[src/rtl/alu_seq.sv]
// alu_seq: registered 8085-style ALU with rotates, INC/DEC and a multi-cycle
// shift-add unsigned multiply. Single-cycle ops complete at the accepting
// edge. MUL takes DATASIZE+1 edges from start to oDone.
//
// Ports
//   clk, rst      : rising-edge clock, asynchronous active-high reset
//   iStart        : accept iS/iA/iB when oBusy is low
//   iS            : operation select (0..15)
//   iA, iB        : operands
//   iFLd, iF      : direct load of the flag register
//   oY, oYH       : result / product low half, product high half
//   oF            : flag register; unnamed bit positions read 0
//   oBusy, oDone  : multiply in progress / one-cycle result-valid pulse
//
// state      | meaning
// -----------+-----------------------------------------------------------
// ST_IDLE    | waiting for iStart; single-cycle ops complete here
// ST_MULT    | one shift-add step per edge until the counter reaches 0

module alu_seq #(
    parameter int DATASIZE = 8,
    parameter int FLAG_S   = 7,
    parameter int FLAG_Z   = 6,
    parameter int FLAG_A   = 4,
    parameter int FLAG_P   = 2,
    parameter int FLAG_C   = 0
) (
    input  logic                clk,
    input  logic                rst,
    input  logic                iStart,
    input  logic [3:0]          iS,
    input  logic [DATASIZE-1:0] iA,
    input  logic [DATASIZE-1:0] iB,
    input  logic                iFLd,
    input  logic [7:0]          iF,
    output logic [DATASIZE-1:0] oY,
    output logic [DATASIZE-1:0] oYH,
    output logic [7:0]          oF,
    output logic                oBusy,
    output logic                oDone
);

    localparam int W1 = DATASIZE + 1;
    localparam int CW = $clog2(DATASIZE + 1);

    localparam logic [0:0] ST_IDLE = 1'b0;
    localparam logic [0:0] ST_MULT = 1'b1;

    localparam logic [3:0] OP_ADD = 4'd0;
    localparam logic [3:0] OP_ADC = 4'd1;
    localparam logic [3:0] OP_SUB = 4'd2;
    localparam logic [3:0] OP_SBB = 4'd3;
    localparam logic [3:0] OP_AND = 4'd4;
    localparam logic [3:0] OP_XOR = 4'd5;
    localparam logic [3:0] OP_OR  = 4'd6;
    localparam logic [3:0] OP_CMP = 4'd7;
    localparam logic [3:0] OP_RLC = 4'd8;
    localparam logic [3:0] OP_RRC = 4'd9;
    localparam logic [3:0] OP_RAL = 4'd10;
    localparam logic [3:0] OP_RAR = 4'd11;
    localparam logic [3:0] OP_MUL = 4'd12;
    localparam logic [3:0] OP_INC = 4'd13;
    localparam logic [3:0] OP_DEC = 4'd14;

    // Only the named flag positions are storage; the rest stay 0.
    localparam logic [7:0] FMASK = (8'd1 << FLAG_S) | (8'd1 << FLAG_Z) |
                                   (8'd1 << FLAG_A) | (8'd1 << FLAG_P) |
                                   (8'd1 << FLAG_C);

    logic [0:0]            state_q, state_d;
    logic [CW-1:0]         cnt_q, cnt_d;
    logic [DATASIZE-1:0]   mcand_q, mcand_d;
    // {partial product high half, remaining multiplier bits}
    logic [2*DATASIZE-1:0] prod_q, prod_d;
    logic [DATASIZE-1:0]   y_q, y_d;
    logic [DATASIZE-1:0]   yh_q, yh_d;
    logic [7:0]            flag_q, flag_d;
    logic                  done_q, done_d;

    logic                  cin;
    logic                  cy;
    logic [W1-1:0]         ext;
    logic [4:0]            nib;
    logic [DATASIZE-1:0]   alu_y;
    logic [DATASIZE-1:0]   szp_val;
    logic                  upd_szp;
    logic                  c_new;
    logic                  a_new;
    logic                  alu_wr_f;
    logic [7:0]            alu_f;

    logic [W1-1:0]         hi_sum;
    logic [2*DATASIZE-1:0] prod_step;
    logic [7:0]            mul_f;

    assign cin = flag_q[FLAG_C];

    // Single-cycle datapath: result and flag image for the current iS.
    always_comb begin
        alu_y    = iA;
        szp_val  = '0;
        upd_szp  = 1'b0;
        c_new    = flag_q[FLAG_C];
        a_new    = flag_q[FLAG_A];
        alu_wr_f = 1'b1;
        ext      = '0;
        nib      = '0;
        cy       = 1'b0;
        case (iS)
            OP_ADD, OP_ADC: begin
                cy      = (iS == OP_ADC) ? cin : 1'b0;
                ext     = {1'b0, iA} + {1'b0, iB} + W1'(cy);
                nib     = {1'b0, iA[3:0]} + {1'b0, iB[3:0]} + 5'(cy);
                alu_y   = ext[DATASIZE-1:0];
                szp_val = ext[DATASIZE-1:0];
                c_new   = ext[DATASIZE];
                a_new   = nib[4];
                upd_szp = 1'b1;
            end
            OP_SUB, OP_SBB, OP_CMP: begin
                // Bit DATASIZE of the widened difference is the borrow.
                cy      = (iS == OP_SBB) ? cin : 1'b0;
                ext     = {1'b0, iA} - {1'b0, iB} - W1'(cy);
                nib     = {1'b0, iA[3:0]} - {1'b0, iB[3:0]} - 5'(cy);
                alu_y   = (iS == OP_CMP) ? iA : ext[DATASIZE-1:0];
                szp_val = ext[DATASIZE-1:0];
                c_new   = ext[DATASIZE];
                a_new   = nib[4];
                upd_szp = 1'b1;
            end
            OP_AND, OP_XOR, OP_OR: begin
                if (iS == OP_AND) begin
                    alu_y = iA & iB;
                end else if (iS == OP_XOR) begin
                    alu_y = iA ^ iB;
                end else begin
                    alu_y = iA | iB;
                end
                szp_val = alu_y;
                c_new   = 1'b0;
                a_new   = 1'b0;
                upd_szp = 1'b1;
            end
            OP_RLC: begin
                alu_y = {iA[DATASIZE-2:0], iA[DATASIZE-1]};
                c_new = iA[DATASIZE-1];
            end
            OP_RRC: begin
                alu_y = {iA[0], iA[DATASIZE-1:1]};
                c_new = iA[0];
            end
            OP_RAL: begin
                alu_y = {iA[DATASIZE-2:0], cin};
                c_new = iA[DATASIZE-1];
            end
            OP_RAR: begin
                alu_y = {cin, iA[DATASIZE-1:1]};
                c_new = iA[0];
            end
            OP_INC: begin
                ext     = {1'b0, iA} + W1'(1);
                nib     = {1'b0, iA[3:0]} + 5'd1;
                alu_y   = ext[DATASIZE-1:0];
                szp_val = ext[DATASIZE-1:0];
                a_new   = nib[4];
                upd_szp = 1'b1;
            end
            OP_DEC: begin
                ext     = {1'b0, iA} - W1'(1);
                nib     = {1'b0, iA[3:0]} - 5'd1;
                alu_y   = ext[DATASIZE-1:0];
                szp_val = ext[DATASIZE-1:0];
                a_new   = nib[4];
                upd_szp = 1'b1;
            end
            default: begin
                // Pass-through (15); MUL never takes this path as a result.
                alu_wr_f = 1'b0;
            end
        endcase

        alu_f = flag_q;
        if (upd_szp) begin
            alu_f[FLAG_S] = szp_val[DATASIZE-1];
            alu_f[FLAG_Z] = (szp_val == '0);
            alu_f[FLAG_P] = ~^szp_val;
        end
        alu_f[FLAG_C] = c_new;
        alu_f[FLAG_A] = a_new;
        alu_f         = alu_f & FMASK;
    end

    // One shift-add step: add multiplicand into the high half when the
    // current multiplier lsb is set, then shift the whole register right.
    always_comb begin
        if (prod_q[0]) begin
            hi_sum = {1'b0, prod_q[2*DATASIZE-1:DATASIZE]} + {1'b0, mcand_q};
        end else begin
            hi_sum = {1'b0, prod_q[2*DATASIZE-1:DATASIZE]};
        end
        prod_step = {hi_sum, prod_q[DATASIZE-1:1]};

        mul_f         = '0;
        mul_f[FLAG_S] = prod_step[2*DATASIZE-1];
        mul_f[FLAG_Z] = (prod_step == '0);
        mul_f[FLAG_P] = ~^prod_step[DATASIZE-1:0];
        mul_f[FLAG_C] = |prod_step[2*DATASIZE-1:DATASIZE];
        mul_f         = mul_f & FMASK;
    end

    always_comb begin
        state_d = state_q;
        cnt_d   = cnt_q;
        mcand_d = mcand_q;
        prod_d  = prod_q;
        y_d     = y_q;
        yh_d    = yh_q;
        flag_d  = flag_q;
        done_d  = 1'b0;

        // A direct load applies unless a result also writes flags this edge.
        if (iFLd) begin
            flag_d = iF & FMASK;
        end

        case (state_q)
            ST_IDLE: begin
                if (iStart) begin
                    if (iS == OP_MUL) begin
                        mcand_d = iA;
                        prod_d  = {{DATASIZE{1'b0}}, iB};
                        cnt_d   = CW'(DATASIZE);
                        state_d = ST_MULT;
                    end else begin
                        y_d    = alu_y;
                        yh_d   = '0;
                        done_d = 1'b1;
                        if (alu_wr_f) begin
                            flag_d = alu_f;
                        end
                    end
                end
            end
            ST_MULT: begin
                prod_d = prod_step;
                cnt_d  = cnt_q - CW'(1);
                if (cnt_q == CW'(1)) begin
                    y_d     = prod_step[DATASIZE-1:0];
                    yh_d    = prod_step[2*DATASIZE-1:DATASIZE];
                    flag_d  = mul_f;
                    done_d  = 1'b1;
                    state_d = ST_IDLE;
                end
            end
            default: begin
                state_d = ST_IDLE;
            end
        endcase
    end

    always_ff @(posedge clk or posedge rst) begin
        if (rst) begin
            state_q <= ST_IDLE;
            cnt_q   <= '0;
            mcand_q <= '0;
            prod_q  <= '0;
            y_q     <= '0;
            yh_q    <= '0;
            flag_q  <= '0;
            done_q  <= 1'b0;
        end else begin
            state_q <= state_d;
            cnt_q   <= cnt_d;
            mcand_q <= mcand_d;
            prod_q  <= prod_d;
            y_q     <= y_d;
            yh_q    <= yh_d;
            flag_q  <= flag_d;
            done_q  <= done_d;
        end
    end

    assign oY    = y_q;
    assign oYH   = yh_q;
    assign oF    = flag_q;
    assign oBusy = (state_q == ST_MULT);
    assign oDone = done_q;

endmodule

[config.mk]
export PLATFORM = sky130hd
export DESIGN_NAME = alu_seq
export DESIGN_NICKNAME = d
export VERILOG_FILES = /design/src/rtl/alu_seq.sv
export SDC_FILE = /design/constraint.sdc
export NUM_CORES = 1
export LEC_CHECK = 0
export BUFFER_PORTS_ARGS = -buffer_cell sky130_fd_sc_hd__buf_4
export CAP_MARGIN = 20
export CELL_PAD_IN_SITES_DETAIL_PLACEMENT = 0
export CELL_PAD_IN_SITES_GLOBAL_PLACEMENT = 1
export CORE_ASPECT_RATIO = 1.2
export CORE_MARGIN = 8
export CORE_UTILIZATION = 48
export CTS_CLUSTER_SIZE = 8
export DETAILED_ROUTE_END_ITERATION = 7
export PLACE_DENSITY_LB_ADDON = 0.1
export SETUP_SLACK_MARGIN = 0.02
export SYNTH_ARGS = -nofsm -noshare
export SYNTH_HDL_FRONTEND = slang
export SYNTH_SLANG_ARGS = --single-unit
[constraint.sdc]
create_clock -name clk -period 5.4 [get_ports clk]
set_input_delay 0.27 -clock clk [delete_from_list [all_inputs] [get_ports clk]]
set_output_delay 0.27 -clock clk [all_outputs]
set_load 0.02 [all_outputs]
==> results.yml <==
status:
  run_status: "finished, final reports clean"
final_layout:
  final_cell_mix: "nand2_1 (72), buf_4 (58), o21ai_0 (54), dfrtp_1 (54), ha_1 (53)"
  n_antenna_cell: 0
  fin_cells: 783
  nets: 743
  mostFrequentLayoutCell: "nand2_1"
  synthToLayoutAreaGrowth_pct: 12.9
  drive_gt1_frac: 0.113
  design_area_um2: 5630
power_and_ir_drop:
  power.density_nw_per_um2: 438
  finalPower_uw: 2470
  p_leak_uw: 0.00263
  ir_worst_vdd_mv: 0.194
place:
  hpwlAfterDp_um: 12200
  port-buffer-count: 54
  dp_cells: 774
  gp_congestion: 0.948
  dpl-instance-area_um2: 5470
  place_ws_ns: 1.32
drt:
  initialDrtViolationCount: 364
  antenna_left: 0
  drt_first_pass_iters: 5
  routedWlPerCell_um: 20.0
  vias_per_cell: 6.12
  drt_wl_total_um: 15700
  vias: 4789
  drc: 0
clock_tree:
  clock_sinks: 54
  path_clk_slew_ns: 0.07
  insertion_delay_ns: 0.29
  clk_path_buf_depth: 2
  post_cts_buffers: 0
  holdBufCountCts: 1
  cts_tree: "built"
  cts_buffers: 5
  htreeDepth: 2
  cts-root-buf: "clkbuf_16"
  cts_resized: 0
logic_synthesis:
  synth.cell_area_um2: 4990
  synth-async-reset-ratio: 1.00
  synth-seq-cells: 54
  yosysTopAreaCell: "dfrtp_1"
  synth_cells: 619
  synth_flop_cell: "dfrtp_1"
  seq_area_frac_synth: 0.271
  synth-edff-count: 0
  synth_cell_types: 62
  synthTopCellsByArea: "dfrtp_1 (27%), ha_1 (13%), nand2_1 (5.4%), o21ai_0 (5.4%), a21oi_1 (4.7%)"
  yosysWarnings: 0
  syn_nets: 709
  synth.avg_cell_area_um2: 8.06
  yosysTopAreaCellShare: 0.271
critical_path:
  worstPathRequired_ns: 5.62
  end_kind: "register"
  slowest_stage: "fa_1"
  critPathMaxFanout: 6
  arrival_ns: 4.21
  critical_path_class: "register to register"
  critical-path-top-delay-family: "adder cells"
  crit_buf_inv: 0
  critPathLaunchType: "register"
  max_stage_delay_ns: 0.47
  path_cells: "nand4_1 > fa_1 > fa_1 > o21a_1 > nor4_1 > nor2_1 > xor2_1 > nand2_1 > and2_1 > ha_1 > xnor2_1 > xnor2_1 > nor2_1 > a21oi_1 > o21ai_0 > o21ai_0"
global_routing:
  antenna_found_initial: 0
  grt_use_total: 0.229
  grt_pass1_wl_um: 24900
  grt_overflow_total: 0
  grt_max_degree: 48
  grt_pass1_vias: 4655
floorplan:
  die-area_um2: 13900
  die_h_um: 128
  die_w_um: 109
  std_cell_rows: 41
  num_io_pins: 58
  core-area_um2: 10300
  start_util: 0.484
sta:
  clock.fmax_mhz: 250
  hold_viol: 0
  fin_crit_sh: 0.739
  slew_headroom: 0.362
  worst_slew_pin_slew_ns: 0.932
  finalSetupViolations: 0
  fin_crit_ns: 3.99
  layout_setup_ws_ns: 1.41
  worst_clock_skew_ns: 0.00618
  rsz0062_at_grt: "no"
  final.setup.tns_ns: 0
  drv_slew: 0
flow_run:
  cap_violations: 0
worst_hold_path:
  hold_class: "input pin to register"
## metal layers
metal / vias up / GRT usage / wire length [um]
li1: 2287 / - / -
met1: 2294 / 0.278 / 6350
met2: 171 / 0.389 / 7910
met3: 37 / 0.0277 / 769
met4: 0 / 0.107 / 636
met5: - / 0 / 0
## stage by stage
stage | util | hold slack [ns]
final | 0.546 | 0.301
after global placement | 0.530 | 0.180
after CTS | 0.546 | 0.305
after detailed placement | 0.530 | 0.182
after floorplan | - | 0.451
after global routing | 0.546 | 0.311
## tightest hold or removal path: cells and delay by family
| kind | cells | cell delay (ns) |
|---|---|---|
| buffers and inverters | 1 | 0.11 |
| AO/OA/AOI/OAI | 2 | 0.17 |
## power by group
part | internal (uW) | total [uW] | switching, uW
registers | 571 | 717 | 146
clock network | 186 | 336 | 149
logic | 587 | 1420 | 828
total | 1340 | 2470 | 1120
## final timing paths
check	startpoint	end	slack [ns]	cells after the start
worst max-delay path	oF[0]	oF[2]	1.41	16
worst min-delay path	iB[5]	prod_q[5]	0.30	3
worst max register to register	oF[0]	oF[2]	1.41	16
worst min register to register	oYH[0]	oYH[0]	0.47	2
max in group asynchronous	rst	mcand_q[5]	4.13	4
min in group asynchronous	rst	oF[5]	0.44	3
## sequential cells by signal, summed over array words and instances, names as in the netlist
signal	count
oBusy	1
prod_q	16
oYH	8
mcand_q	8
oF	8
cnt_q	4
oY	8
oDone	1
## cells in the mapped netlist (6+ instances only)
master and n:
a211oi_1 14, a21o_1 9, a21oi_1 47, a221oi_1 7, a22o_1 10, a22oi_1 6
and2_1 7, clkbuf_1 30, dfrtp_1 54, ha_1 53, inv_1 44, mux2i_1 20
nand2_1 72, nand3_1 8, nand4_1 6, nor2_1 41, nor3_1 17, nor4_1 6
o211ai_1 6, o21ai_0 54, xnor2_1 21, xor2_1 7
## cells by family (layout without fill, tap and decap cells)
family	Yosys count	after routing	synth area share
AO/OA/AOI/OAI	195	195	0.252
adder cells (fa/ha/maj)	58	58	0.153
multiplexers	22	22	0.0454
AND/OR/NAND/NOR	183	183	0.170
buffers and inverters	79	114	0.0594
flip-flops	54	54	0.271
XOR/XNOR	28	28	0.0491
## cell type report
| type | instances | area (um^2) |
|---|---|---|
| clock buffer | 6 | 139 |
| clock inverter | 2 | 16.3 |
| fill | 1007 | 4680 |
| inverter | 47 | 176 |
| multi-input combinational | 486 | 3340 |
| sequential | 54 | 1350 |
| tap | 129 | 161 |
| timing repair buffer | 59 | 445 |
(Power assumes the default switching activity.)
